$ cat src/rtl/set_pkg.sv
// Shared definitions for the SET circle-count core and the blocks that share it.
package set_pkg;

  localparam int SET_CENTRAL_W   = 8;
  localparam int SET_RADIUS_W    = 4;
  localparam int SET_CAND_W      = 8;
  localparam int SET_TMO_DEFAULT = 1023;

  typedef enum logic [2:0] {
    IDLE,
    ISSUE,
    WAIT_BUSY,
    WAIT_VALID,
    RESP
  } set_state_e;

endpackage

$ cat src/rtl/set_rr_arbiter.sv
// Round-robin priority encoder: picks the first set request at or after ptr_i,
// wrapping modulo N, and reports it as a one-hot grant plus its index.
module set_rr_arbiter #(
  parameter int N     = 4,
  parameter int IDX_W = 2
) (
  input  logic [N-1:0]     req_i,
  input  logic [IDX_W-1:0] ptr_i,
  output logic [N-1:0]     gnt_o,
  output logic [IDX_W-1:0] idx_o,
  output logic             any_o
);

  // Offset k is the rotation distance from the pointer; the first hit wins.
  always_comb begin
    gnt_o = '0;
    idx_o = '0;
    any_o = 1'b0;
    for (int k = 0; k < N; k++) begin
      for (int j = 0; j < N; j++) begin
        if (!any_o && req_i[j] && (((int'(ptr_i) + k) % N) == j)) begin
          any_o    = 1'b1;
          gnt_o[j] = 1'b1;
          idx_o    = IDX_W'(j);
        end
      end
    end
  end

endmodule

$ cat src/rtl/set_job_arbiter.sv
// Shares one SET core among N_REQ requesters: round-robin job acceptance,
// core en/busy/valid sequencing, tagged responses and a hung-core watchdog.
module set_job_arbiter
  import set_pkg::*;
#(
  parameter int N_REQ = 4,
  parameter int ID_W  = 2,
  parameter int TMO   = SET_TMO_DEFAULT
) (
  input  logic                             clk,
  input  logic                             rst,
  input  logic [N_REQ-1:0]                 req_valid_i,
  input  logic [SET_CENTRAL_W*N_REQ-1:0]   req_central_i,
  input  logic [SET_RADIUS_W*N_REQ-1:0]    req_radius_i,
  output logic [N_REQ-1:0]                 req_ready_o,
  output logic                             core_en_o,
  output logic [SET_CENTRAL_W-1:0]         core_central_o,
  output logic [SET_RADIUS_W-1:0]          core_radius_o,
  input  logic                             core_busy_i,
  input  logic                             core_valid_i,
  input  logic [SET_CAND_W-1:0]            core_candidate_i,
  output logic                             rsp_valid_o,
  output logic [ID_W-1:0]                  rsp_id_o,
  output logic [SET_CAND_W-1:0]            rsp_data_o,
  output logic                             rsp_err_o,
  input  logic                             rsp_ready_i,
  output logic                             spurious_o
);

  localparam int WD_W = $clog2(TMO + 1);
  localparam logic [WD_W-1:0] TMO_C = WD_W'(TMO);

  set_state_e                state_q, state_d;
  logic [ID_W-1:0]           rr_ptr_q, rr_ptr_d;
  logic [ID_W-1:0]           id_q, id_d;
  logic [WD_W-1:0]           wdog_q, wdog_d;
  logic [N_REQ-1:0]          req_ready_q, req_ready_d;
  logic                      core_en_q, core_en_d;
  logic [SET_CENTRAL_W-1:0]  core_central_q, core_central_d;
  logic [SET_RADIUS_W-1:0]   core_radius_q, core_radius_d;
  logic                      rsp_valid_q, rsp_valid_d;
  logic [ID_W-1:0]           rsp_id_q, rsp_id_d;
  logic [SET_CAND_W-1:0]     rsp_data_q, rsp_data_d;
  logic                      rsp_err_q, rsp_err_d;
  logic                      spurious_q, spurious_d;

  logic [N_REQ-1:0]          gnt;
  logic [ID_W-1:0]           gnt_idx;
  logic                      gnt_any;
  logic [WD_W-1:0]           wdog_inc;
  logic                      wdog_hit;

  set_rr_arbiter #(
    .N     (N_REQ),
    .IDX_W (ID_W)
  ) u_rr (
    .req_i (req_valid_i),
    .ptr_i (rr_ptr_q),
    .gnt_o (gnt),
    .idx_o (gnt_idx),
    .any_o (gnt_any)
  );

  // Saturating so a stuck controller can never wrap back below the limit.
  assign wdog_inc = (wdog_q == TMO_C) ? wdog_q : wdog_q + WD_W'(1);
  assign wdog_hit = (wdog_inc == TMO_C);

  always_ff @(posedge clk or posedge rst) begin
    if (rst) begin
      state_q        <= IDLE;
      rr_ptr_q       <= '0;
      id_q           <= '0;
      wdog_q         <= '0;
      req_ready_q    <= '0;
      core_en_q      <= 1'b0;
      core_central_q <= '0;
      core_radius_q  <= '0;
      rsp_valid_q    <= 1'b0;
      rsp_id_q       <= '0;
      rsp_data_q     <= '0;
      rsp_err_q      <= 1'b0;
      spurious_q     <= 1'b0;
    end else begin
      state_q        <= state_d;
      rr_ptr_q       <= rr_ptr_d;
      id_q           <= id_d;
      wdog_q         <= wdog_d;
      req_ready_q    <= req_ready_d;
      core_en_q      <= core_en_d;
      core_central_q <= core_central_d;
      core_radius_q  <= core_radius_d;
      rsp_valid_q    <= rsp_valid_d;
      rsp_id_q       <= rsp_id_d;
      rsp_data_q     <= rsp_data_d;
      rsp_err_q      <= rsp_err_d;
      spurious_q     <= spurious_d;
    end
  end

  // req_ready and core_en are set on the IDLE exit edge, so both pulse during ISSUE.
  always_comb begin
    state_d        = state_q;
    rr_ptr_d       = rr_ptr_q;
    id_d           = id_q;
    wdog_d         = wdog_q;
    req_ready_d    = '0;
    core_en_d      = 1'b0;
    core_central_d = core_central_q;
    core_radius_d  = core_radius_q;
    rsp_valid_d    = rsp_valid_q;
    rsp_id_d       = rsp_id_q;
    rsp_data_d     = rsp_data_q;
    rsp_err_d      = rsp_err_q;
    spurious_d     = spurious_q | (core_valid_i && (state_q != WAIT_VALID));

    case (state_q)
      IDLE: begin
        if (gnt_any && !core_busy_i) begin
          req_ready_d = gnt;
          core_en_d   = 1'b1;
          id_d        = gnt_idx;
          for (int j = 0; j < N_REQ; j++) begin
            if (gnt[j]) begin
              core_central_d = req_central_i[j*SET_CENTRAL_W +: SET_CENTRAL_W];
              core_radius_d  = req_radius_i[j*SET_RADIUS_W +: SET_RADIUS_W];
            end
          end
          state_d = ISSUE;
        end
      end
      ISSUE: begin
        wdog_d  = '0;
        state_d = WAIT_BUSY;
      end
      WAIT_BUSY: begin
        wdog_d = wdog_inc;
        if (wdog_hit) begin
          rsp_valid_d = 1'b1;
          rsp_id_d    = id_q;
          rsp_data_d  = '0;
          rsp_err_d   = 1'b1;
          state_d     = RESP;
        end else if (core_busy_i) begin
          state_d = WAIT_VALID;
        end
      end
      WAIT_VALID: begin
        wdog_d = wdog_inc;
        // A result arriving on the abort cycle still counts as a real result.
        if (core_valid_i) begin
          rsp_valid_d = 1'b1;
          rsp_id_d    = id_q;
          rsp_data_d  = core_candidate_i;
          rsp_err_d   = 1'b0;
          state_d     = RESP;
        end else if (wdog_hit) begin
          rsp_valid_d = 1'b1;
          rsp_id_d    = id_q;
          rsp_data_d  = '0;
          rsp_err_d   = 1'b1;
          state_d     = RESP;
        end
      end
      RESP: begin
        if (rsp_ready_i) begin
          rsp_valid_d = 1'b0;
          rr_ptr_d    = (id_q == ID_W'(N_REQ - 1)) ? '0 : id_q + ID_W'(1);
          state_d     = IDLE;
        end
      end
      default: state_d = IDLE;
    endcase
  end

  assign req_ready_o    = req_ready_q;
  assign core_en_o      = core_en_q;
  assign core_central_o = core_central_q;
  assign core_radius_o  = core_radius_q;
  assign rsp_valid_o    = rsp_valid_q;
  assign rsp_id_o       = rsp_id_q;
  assign rsp_data_o     = rsp_data_q;
  assign rsp_err_o      = rsp_err_q;
  assign spurious_o     = spurious_q;

endmodule
$ cat config.mk
export PLATFORM = sky130hd
export DESIGN_NAME = set_job_arbiter
export DESIGN_NICKNAME = d
export VERILOG_FILES = /design/src/rtl/set_pkg.sv /design/src/rtl/set_rr_arbiter.sv /design/src/rtl/set_job_arbiter.sv
export SDC_FILE = /design/constraint.sdc
export NUM_CORES = 1
export LEC_CHECK = 0
export BUFFER_PORTS_ARGS = -buffer_cell sky130_fd_sc_hd__buf_2
export CAP_MARGIN = 10
export CORE_ASPECT_RATIO = 0.9
export CORE_UTILIZATION = 50
export CTS_CLUSTER_SIZE = 28
export DETAILED_ROUTE_END_ITERATION = 10
export GPL_TIMING_DRIVEN = 0
export PLACE_DENSITY_LB_ADDON = 0.25
export REMOVE_ABC_BUFFERS = 1
export SETUP_SLACK_MARGIN = 0.02
export SLEW_MARGIN = 20
export SYNTH_ARGS = -nofsm -noshare
export SYNTH_HDL_FRONTEND = slang
export SYNTH_SLANG_ARGS = --single-unit
export TNS_END_PERCENT = 1
$ cat constraint.sdc
create_clock -name clk -period 2.6 [get_ports clk]
set_input_delay 0.52 -clock clk [delete_from_list [all_inputs] [get_ports clk]]
set_output_delay 0.52 -clock clk [all_outputs]
set_load 0.02 [all_outputs]
=== Yosys cells after proc, flatten, opt, wreduce, memory -nomap -nowiden ===
Cells that the tools add are included.

* $add $sub $neg: 5
* Eq/ne operators: 24
* Multiplexer cells: 81
* Bitwise gates (word level): 4
* Reductions and logical operators: 67

{| class="wikitable"
|+ Operators with widths
! kind !! count
|-
| 32-bit logical NOT || 4
|-
| 8-bit 2-to-1 mux || 6
|-
| 1-bit 2-to-1 mux || 39
|-
| 2-bit 2-to-1 mux || 17
|-
| 1-bit logical AND || 33
|-
| 4-bit 2-to-1 mux || 6
|-
| 3-bit == test, second input constant || 7
|-
| 10-bit == test, second input constant || 2
|-
| 10-bit case mux with 2 select lines || 1
|-
| 3-bit 2-to-1 mux || 6
|-
| 1-bit logical NOT || 16
|-
| 8-bit case mux with 2 select lines || 1
|-
| 3-bit by 2-bit == test with 1-bit output, second input constant || 5
|-
| 3-bit case mux with 5 select lines || 1
|-
| 10-bit by 1-bit adder with 10-bit output, second input constant || 1
|-
| 10-bit 2-to-1 mux || 1
|-
| 2-bit OR reduction || 4
|-
| 2-bit == test, second input constant || 3
|-
| 3-bit != test, second input constant || 2
|-
| 2-bit AND reduction || 3
|-
| 2-bit by 1-bit adder with 2-bit output, second input constant || 2
|-
| 2-bit adder, second input constant || 2
|-
| 2-bit != test, second input constant || 2
|-
| 2-bit case mux with 2 select lines || 1
|-
| 13 further kinds || 16
|}

* Register bits after elaboration: 47
* Bits of input ports: 65
* Output and inout port bits: 30
* Word-level logic and storage cells: 194

=== Logic depth before layout (Yosys ltp) ===
Gate-level depths: netlist (run 1).

* Depth in word-level cells: 66
* Mapped depth: 9
* Mapped depth without buffers: 7

=== Hierarchy ===
Synthesis (run 1) repeated with hierarchy kept, for this count alone.

* Cells, all modules: 327
* Area total of the unflattened synthesis: 2755.1 um^2

{| class="wikitable"
|+ By module, submodules not included
! module !! instances !! cells each !! area an instance (um^2) !! sequential area each (um^2)
|-
| set_job_arbiter || 1 || 300 || 2606.2 || 1176.1
|-
| set_rr_arbiter || 1 || 27 || 148.9 || 0.0
|}

=== Least setup slack after synthesis (run 1) ===
OpenSTA, ideal clock, no wires.

* Path type: register to register
* Start: reg wdog_q[0]
* End: reg rsp_id_q[0], in the netlist rsp_id_o[0]
* Library setup time: 0.125 ns
* Data arrival time: 2.096 ns
* Data required time: 2.475 ns
* Path slack: 0.379 ns
* Stages on the path, launching flop included: 9
* Buffers on the path: 1
* Clock period less this slack: 2.221 ns
* Path through: dfrtp_1 > ha_1 > buf_4 > nand4_1 > nor3_4 > mux2_2 > o2111ai_2 > a21o_1 > mux2_4

* Cells in the longest elaborated chain, start to end: 6
* Elaborated cells between the ends (all ways): 7
* Classes of those cells: 1 x add/sub; 2 x eq/ne; 4 x mux

{| class="wikitable"
|+ RTL lines
! element !! line !! RTL
|-
| start: declaration || set_job_arbiter.sv:36 || <nowiki>logic [WD_W-1:0] wdog_q, wdog_d;</nowiki>
|-
| start signal: assignment || set_job_arbiter.sv:87 || <nowiki>wdog_q <= wdog_d;</nowiki>
|-
| 10-bit by 1-bit adder with 10-bit output or 10-bit == test (tied branches) || set_job_arbiter.sv:65 || <nowiki>assign wdog_inc = (wdog_q == TMO_C) ? wdog_q : wdog_q + WD_W'(1);</nowiki>
|-
| 10-bit 2-to-1 mux (*) || set_job_arbiter.sv:65 ||
|-
| 10-bit == test (*) || set_job_arbiter.sv:66 || <nowiki>assign wdog_hit = (wdog_inc == TMO_C);</nowiki>
|-
| 2-bit 2-to-1 mux (*) || n/a ||
|-
| 2-bit 2-to-1 mux || n/a ||
|-
| 2-bit case mux with 2 select lines (*) || n/a ||
|-
| end signal: assignment || set_job_arbiter.sv:93 || <nowiki>rsp_id_q <= rsp_id_d;</nowiki>
|-
| end: declaration || set_job_arbiter.sv:42 || <nowiki>logic [ID_W-1:0] rsp_id_q, rsp_id_d;</nowiki>
|}

Mark *: on every way between the ends. The rest lies on a longest branch, timed or not.
A chain may end at the register's enable or synchronous reset.

=== Final worst setup path (run 1) ===
* Start: reg wdog_q[0]
* End: reg rsp_id_q[1], in the netlist rsp_id_o[1]

The elaborated chain is that of the path after synthesis.

==> run summary, run 1 <==
Outcome: finished, final reports clean
RSZ-0062 raised after global routing: no
Final Slew Violations: 0
Post-DP HPWL: 4760 microns
Critical Path Fanout Max: 12
Max Root-Sink Buffers: 2
Die area: 5580 sq um
Crit path DAT: 2590 ps
Setup tns final: 0 ps
Router iterations before antenna repair: 4
Path type of the worst setup path: reg -> reg
Gr usage total: 25.5%
Fmax: 418 MHz
Clock transition at path regs: 90 ps
Most frequent cells in the layout: buf_2, dfrtp_1, a21oi_1, nand2_1, nor2_1
Post-CTS Repair Setup Buffers: 0
Maximum Capacitance Violations: 0
Synth Register Bits: 47
Worst slack at placement: -245 ps
Power Density: 1020 nW/um^2
Core footprint: 4950 sq um
Area grow syn2layout: 24.6%
Vias after detailed routing: 2,497
CTS tree: done
Part of the Yosys area used for sequential elements: 44.5%
Chip Height: 71.0 microns
Startpoint Class: flip-flop
DR iter-0 viols: 250
Buffers added on ports: 94
Die width: 78.7 microns
Logic pwr share: 43.7%
Part of the power in the clock network: 19.4%
Worst R2R Setup Slack: 210 ps
Layout cells sized above 1: 35.1%
Vias per inst: 5.89
Syn Inst Count: 275
I/O pins: 95
Normalized max-slew margin: 27.6%
P_int: 1.97 mW
Synth cell types: 49
Num CTS Buffers: 5
HP Class: in -> async
Initial Utilization: 53.4%
GPL Wtd Cong: 0.885
Largest net degree at the start of global routing: 28
Slowest-stage cell, CP: dfrtp_2
Worst r2r dst: rsp_id_o[1]
RR Startpoint: wdog_q[0]
Fin worst setup slack: 205 ps
CP Capture Type: flip-flop
Tightest Pin Transition: 1090 ps
Warnings from Yosys: 0
Root buffer selected by CTS: clkbuf_8
Global-route wire length before repair: 11,100 microns
Syn Area/Cell: 9.61 sq um
H-Tree Depth: 2
# setup viols final: 0
Total grt overflow: 0
Final min period: 2390 ps
Number of core rows: 24
CP Cell Sequence: ha_4 > nand4_1 > a21boi_0 > a221oi_1 > o2111ai_2 > a21o_4 > mux2_4
Leakage power: 1.57 nW
Clock Latency Late Sink: 300 ps
Final antenna-violating net count: 0
DRC errors left: 0
Final period utilization: 92.1%
Critical path origin: wdog_q[0]
Share of flip-flops with an asynchronous set or reset: 100%
Number of enable flip-flop cells after synthesis: 0
Final wirelength: 6590 microns
Peak supply drop: 0.456 mV
Antenna violations before repair: 0
Worst reg2reg path depth: 7
Fin. Hold Viols: 0
NetSw: 1.38 mW
Dominant register cell in the synthesized netlist: dfrtp_1
Clk_skew: 7.53 ps
WL/cell: 15.5 microns
Required @ worst endpoint: 2800 ps
Clock sink total: 47
Vias in the first global route: 2,307
Max stage delay on crit path: 460 ps
Post-Syn Area: 2640 sq um
Sequential share of power: 36.9%
Most common cell after layout, fill and taps aside: buf_2
Fillcell total: 407
ANT cells: 0
Switching share of power: 41.2%
Final Net Count: 425
## power by group through the flow
stage / sequential [mW] / clock [mW] / combinational, mW
after CTS: 1.22 / 0.659 / 1.45
after global routing: 1.27 / 0.692 / 1.62
after detailed placement: 1.23 / 0 / 1.44
after floorplan: 1.41 / 0 / 0.766
after global placement: 1.22 / 0 / 1.40
final: 1.23 / 0.650 / 1.46
## sequential cells by signal (all words and copies together) (netlist names)
| register | count |
|---|---|
| rsp_data_o | 8 |
| rsp_valid_o | 1 |
| req_ready_o | 4 |
| state_q | 3 |
| id_q | 2 |
| wdog_q | 10 |
| rsp_err_o | 1 |
| rr_ptr_q | 2 |
| core_radius_o | 4 |
| core_central_o | 8 |
| rsp_id_o | 2 |
| spurious_o | 1 |
| core_en_o | 1 |
## layout make-up
| type | instances | area, sq um | area share [%] |
|---|---|---|---|
| clock buffers | 5 | 68.8 | 2.09 |
| clock inverters | 3 | 71.3 | 2.17 |
| inverters | 8 | 30.0 | 0.912 |
| multi-input cells | 200 | 1360 | 41.4 |
| flip-flops and latches | 47 | 1180 | 35.8 |
| well taps | 65 | 81.3 | 2.47 |
| repair buffers | 96 | 502 | 15.2 |
## worst max path at each step
stage | slack (ps) | end | cells after the start
2_1_floorplan | 140 | rsp_id_o[0] | 7
3_3_place_gp | -450 | core_central_o[3] | 7
3_5_place_dp | -240 | rsp_id_o[1] | 7
4_1_cts | 50 | rsp_id_o[1] | 7
5_1_grt | 50 | rsp_id_o[1] | 7
6_report | 210 | rsp_id_o[1] | 7
## cell families after synthesis
group                      Yosys count  synth area share (%)
AOI/OAI and AO/OA                  102                  25.9
and+or+nand+nor                     79                  16.2
DFF                                 47                  44.5
buffers and inverters               28                  4.97
muxes                               16                  7.10
adders and majority gates            2                 0.946
xor gates and xnor gates             1                 0.331
## worst max-delay path, delay by kind of cell (launching register included)
kind	cells	cell delay, ps
flops	1	460
simple gates	1	200
compound gates	4	1090
mux	1	310
fa+ha+maj	1	230
## synthesized netlist by cell type (all sizes together) (2+ instances only)
cell | number | area share, %
o21ai | 4 | 0.76
a21o | 2 | 0.57
a31oi | 5 | 1.2
a22o | 9 | 3.0
mux2 | 16 | 7.1
o21a | 12 | 3.4
o2111ai | 2 | 0.90
nand3 | 8 | 2.6
o221ai | 2 | 0.66
or3 | 2 | 0.66
nand2 | 17 | 2.4
nor3 | 17 | 3.6
a21boi | 2 | 0.57
buf | 8 | 2.1
nand2b | 5 | 1.2
and3 | 3 | 0.71
nand4 | 6 | 1.4
ha | 2 | 0.95
inv | 8 | 1.1
o22a | 4 | 1.3
clkbuf | 12 | 1.7
a21oi | 38 | 7.2
nor2 | 17 | 2.4
dfrtp | 47 | 44
o31ai | 15 | 4.3
o22ai | 2 | 0.47
## layer usage
metal  wire, microns  share of wire [%]  track usage, %
met3             540                8.2            5.29
met2            3010                 46            39.7
met1            2910                 44            35.1
met5               0                  0               0
met4             127                1.9            9.47
## repair_timing
item	in CTS	in global routing
endpoints found under the setup margin	12	10
resized for setup	3	2
hold buffers	0	0
## through the flow
stage          instance area, sq um  power [mW]  utilization (%)  hold slack (ps)  cells
6_report                       3290        3.35             66.5              211    424
5_1_grt                        3290        3.59             66.5              236    424
4_1_cts                        3280        3.33             66.2              227    424
3_5_place_dp                   3130        2.67             63.2              444    416
3_3_place_gp                   3090        2.62             62.4              438    414
2_1_floorplan                  2540        2.18                -              482    255
(Power assumes the default switching activity.)
==> run 2, diff against run 1 <==
- GPL_ROUTABILITY_DRIVEN: not set -> 0
- clock period: 2.6 -> 2.4 ns (I/O delays scaled with it)
==> run 2 against run 1 <==
Effect of this change: clock skew increased by 4.0 ps; critical path depth did not move; count of clock-buffer cells in the layout unchanged; largest power group unchanged; combinational power is 10% higher; setup slack got worse by 120 ps; critical endpoint is now rsp_id_o[0].
==> run summary, run 2 (synthesized netlist as in run 1, its figures left out) <==
Initial Utilization: 53.4%
Setup tns final: 0 ps
Clk_skew: 11.5 ps
Antenna violations before repair: 0
Worst Setup EP: rsp_id_o[0]
Worst r2r dst: rsp_id_o[0]
RSZ-0062 raised after global routing: no
Post-DP HPWL: 4710 microns
Slowest-stage cell, CP: dfrtp_2
H-Tree Depth: 2
Worst reg2reg path depth: 7
Die area: 5580 sq um
Most common cell after layout, fill and taps aside: buf_2
Outcome: finished, final reports clean
Max Root-Sink Buffers: 2
Startpoint Class: flip-flop
Crit path DAT: 2520 ps
Required @ worst endpoint: 2600 ps
CP Cell Sequence: ha_4 > nand4_1 > nor3_4 > mux2_2 > o2111ai_2 > a21o_4 > mux2_4
ANT cells: 0
Critical path origin: wdog_q[1]
Fin area: 3350 sq um
CTS tree: done
Num CTS Buffers: 5
Critical Path Fanout Max: 12
Leakage power: 1.59 nW
CP Capture Type: flip-flop
Final wirelength: 6550 microns
Largest net degree at the start of global routing: 28
Maximum Capacitance Violations: 0
Power Density: 1090 nW/um^2
Router iterations before antenna repair: 4
Total power: 3.65 mW
Final Slew Violations: 0
HP Class: in -> async
Final antenna-violating net count: 0
Max stage delay on crit path: 430 ps
Fillcell total: 401
Fin cells: 428
Global-route wire length before repair: 10,800 microns
Most flops, register: wdog_q
Layout cells sized above 1: 36.9%
Final min period: 2320 ps
Buffers added on ports: 94
Hold Worst Slack: 165 ps
Clock Latency Late Sink: 310 ps
Vias after detailed routing: 2,466
Clock sink total: 47
Vias in the first global route: 2,261
Path type of the worst setup path: reg -> reg
Normalized max-slew margin: 56.0%
Fmax: 431 MHz
Root buffer selected by CTS: clkbuf_8
Final Net Count: 429
I/O pins: 95
Cell Area, Placed: 3120 sq um
Number of core rows: 24
Die width: 78.7 microns
Area grow syn2layout: 26.5%
Gr usage total: 24.9%
Tightest Pin Transition: 658 ps
Placed cell count: 415
Worst R2R Setup Slack: 80 ps
DR iter-0 viols: 160
Peak supply drop: 0.578 mV
Final period utilization: 96.7%
WL/cell: 15.3 microns
Clock transition at path regs: 100 ps
RR Startpoint: wdog_q[1]
Most frequent cells in the layout: buf_2, dfrtp_1, a21oi_1, nand2_1, nor2_1
Total grt overflow: 0
Fin. Hold Viols: 0
Core footprint: 4950 sq um
# setup viols final: 0
Chip Height: 71.0 microns
DRC errors left: 0
Vias per inst: 5.76
Number of flip-flops in the largest register: 10
==> run 2: cell count changes in the layout (fill, tap and decap cells not counted) <==
cell and change:
a221oi_1 -1, o22ai_1 -1, o221ai_4 +1, dfrtp_2 +2, o221ai_2 -1, o22ai_2 +1
buf_6 -1, buf_4 +5, a221oi_2 +1, dfrtp_1 -2
==> run 2: cell type report <==
| class | count | area, sq um | share of cell area, % |
|---|---|---|---|
| flip-flops and latches | 47 | 1180 | 35.3 |
| clock inverters | 3 | 71.3 | 2.13 |
| inverters | 8 | 30.0 | 0.898 |
| multi-input cells | 200 | 1390 | 41.4 |
| clock buffers | 5 | 68.8 | 2.06 |
| repair buffers | 100 | 528 | 15.8 |
| well taps | 65 | 81.3 | 2.43 |
==> run 2: critical path, delay by kind of cell, from the launching register on <==
kind	cells	cell delay, ps
compound gates	2	350
fa+ha+maj	1	220
simple gates	2	520
mux	2	690
flops	1	430
==> run 2: metrics by stage <==
step | worst slack, ps | utilization (%)
3_3_place_gp | -549 | 62.4
4_1_cts | 54.0 | 66.6
5_1_grt | 6.33 | 67.5
6_report | 80.3 | 67.5
3_5_place_dp | -409 | 63.0
2_1_floorplan | -56.5 | -
==> run 2: worst min-delay path by stage <==
| stage | startpoint | slack, ps | endpoint | depth (start not counted) |
|---|---|---|---|---|
| after floorplan | id_q[0] | 480 | rr_ptr_q[0] | 1 |
| after global placement | spurious_o | 430 | spurious_o | 1 |
| after CTS | rst | 180 | spurious_o | 2 |
| after global routing | rst | 200 | rsp_data_o[4] | 2 |
| after detailed placement | spurious_o | 450 | spurious_o | 1 |
| final | rst | 170 | spurious_o | 2 |
==> run 2: layer usage <==
metal | wire, microns | global-route usage, %
met2 | 3000 | 39.2
met4 | 59 | 7.20
met3 | 493 | 5.81
met5 | 0 | 0
met1 | 3000 | 34.5
==> run 2: power by group <==
part | leakage (nW) | internal, mW | switching (mW)
Sequential | 0.574 | 1.07 | 0.264
Clock | 0.0703 | 0.423 | 0.286
Combinational | 0.947 | 0.656 | 0.956
Total | 1.59 | 2.15 | 1.51
==> run 2: what timing repair did <==
action,4_1_cts,5_1_grt
hold buffers,0,0
resized for setup,6,4
endpoints found under the setup margin,12,17
setup buffers,2,3
pin swaps,3,2
==> run 3, diff against run 2 <==
- CELL_PAD_IN_SITES_DETAIL_PLACEMENT: not set -> 0
- CELL_PAD_IN_SITES_GLOBAL_PLACEMENT: not set -> 1
- CORE_UTILIZATION: 50 -> 37
==> run 3 against run 2 <==
Effect of this change: register-to-register slack got worse by 50 ps; die area up 34%; critical path depth down 1; hold slack improved by 4.9 ps; core utilization is 17 points lower; global-route usage is 5.8 points lower; setup slack worse by 52 ps; final cell count increased by 7.2%; largest power group unchanged.
==> run summary, run 3 (synthesized netlist as in run 1, its figures left out) <==
Outcome: finished, final reports clean
Final period utilization: 98.8%
Chip Height: 82.2 microns
Vias per inst: 5.42
Buffers added on ports: 94
Initial Utilization: 39.3%
Fillcell total: 668
Required @ worst endpoint: 2590 ps
Tightest Pin Transition: 692 ps
Global-route wire length before repair: 11,200 microns
Core footprint: 6730 sq um
Final wirelength: 6960 microns
Critical Path Fanout Max: 9
DRC errors left: 0
Normalized max-slew margin: 53.8%
CTS tree: done
H-Tree Depth: 2
CP Capture Type: flip-flop
Peak supply drop: 0.532 mV
WL/cell: 15.2 microns
Clock Latency Late Sink: 300 ps
GRT busiest layer: met2
Most common cell after layout, fill and taps aside: buf_2
Worst slack at placement: -440 ps
Number of flip-flops in the largest register: 10
Num CTS Buffers: 5
Layout cells sized above 1: 37.9%
Path type of the worst setup path: reg -> reg
Clock sink total: 47
Most flops, register: wdog_q
Most frequent cells in the layout: buf_2, dfrtp_1, a21oi_1, nand2_1, nor2_1
Clock transition at path regs: 90 ps
Antenna violations before repair: 0
Vias after detailed routing: 2,489
DR iter-0 viols: 157
Number of core rows: 28
Total grt overflow: 0
Final Slew Violations: 0
Met3 usage: 4.03%
GR Util met2: 31.1%
Leakage power: 1.61 nW
HP Class: in -> async
Root buffer selected by CTS: clkbuf_8
ANT cells: 0
Fin. Hold Viols: 0
# setup viols final: 0
Total power: 3.63 mW
Fmax: 422 MHz
Area grow syn2layout: 28.8%
Die area: 7490 sq um
Final antenna-violating net count: 0
Power Density: 1060 nW/um^2
Post-DP HPWL: 4720 microns
Fin worst setup slack: 28.2 ps
Router iterations before antenna repair: 4
Max Root-Sink Buffers: 2
Final min period: 2370 ps
Placed cell count: 441
Gr usage total: 19.1%
Clk_skew: 3.01 ps
Maximum Capacitance Violations: 0
Vias in the first global route: 2,297
I/O pins: 95
Die width: 91.1 microns
Startpoint Class: flip-flop
Post-CTS Hold Fix Bufs: 0
Crit path DAT: 2560 ps
Final Net Count: 435
Fin cells: 459
Largest net degree at the start of global routing: 29
M1 GR Usage: 25.3%
==> run 3: area by class of cell <==
| type | instances | area (sq um) | area share (%) |
|---|---|---|---|
| clock buffer | 5 | 68.8 | 2.02 |
| multi-input combinational | 201 | 1400 | 41.1 |
| timing repair buffer | 105 | 569 | 16.7 |
| clock inverter | 3 | 46.3 | 1.36 |
| inverter | 8 | 30.0 | 0.882 |
| tap | 90 | 113 | 3.31 |
| sequential | 47 | 1180 | 34.6 |
==> run 3: repair_timing <==
action	4_1_cts	5_1_grt
endpoints found under the hold margin	0	0
gates resized for setup	5	5
setup endpoints to repair	13	10
setup buffers	0	9
gates cloned	0	1
pin swaps	0	4
==> run 3: metal layers <==
metal  routed length, microns  share of wire [%]  vias to the layer above
li1                         -                  -                     1222
met1                     3240                 47                     1143
met2                     3140                 45                      114
met3                      485                7.0                       10
met4                       81                1.2                        0
met5                        0                  0                        -
==> run 3: power by group <==
part,internal [mW],total [mW],switching (mW)
clock network,0.314,0.604,0.290
logic,0.710,1.69,0.979
registers,1.07,1.33,0.263
==> run 3: final timing paths <==
kind                              from            end  slack (ps)  depth (start not counted)
max                          wdog_q[3]    rsp_id_o[0]          30                          6
max in group asynchronous          rst      wdog_q[0]        1720                          3
min                                rst  rsp_data_o[5]         170                          2
max reg2reg                  wdog_q[3]    rsp_id_o[0]          30                          6
min reg2reg                 spurious_o     spurious_o         460                          1
min in group clk           rsp_ready_i     state_q[2]         360                          2
==> run 3: critical path: stages (launching register included) <==
cell and delay [ps]:
dfrtp_1 600, nand3_4 170, or3_4 420, a21oi_1 300, o2111ai_4 200, a21o_4 280, mux2_4 300
==> run 3: through the flow <==
step	util (%)	hold WS (ps)	area, sq um	setup TNS (ps)
after CTS	49.1	178	3300	0
after floorplan	-	482	2540	-113
after global placement	46.5	437	3130	-11550
after global routing	50.6	200	3410	-71.1
final	50.6	170	3410	0
after detailed placement	47.0	450	3160	-4810
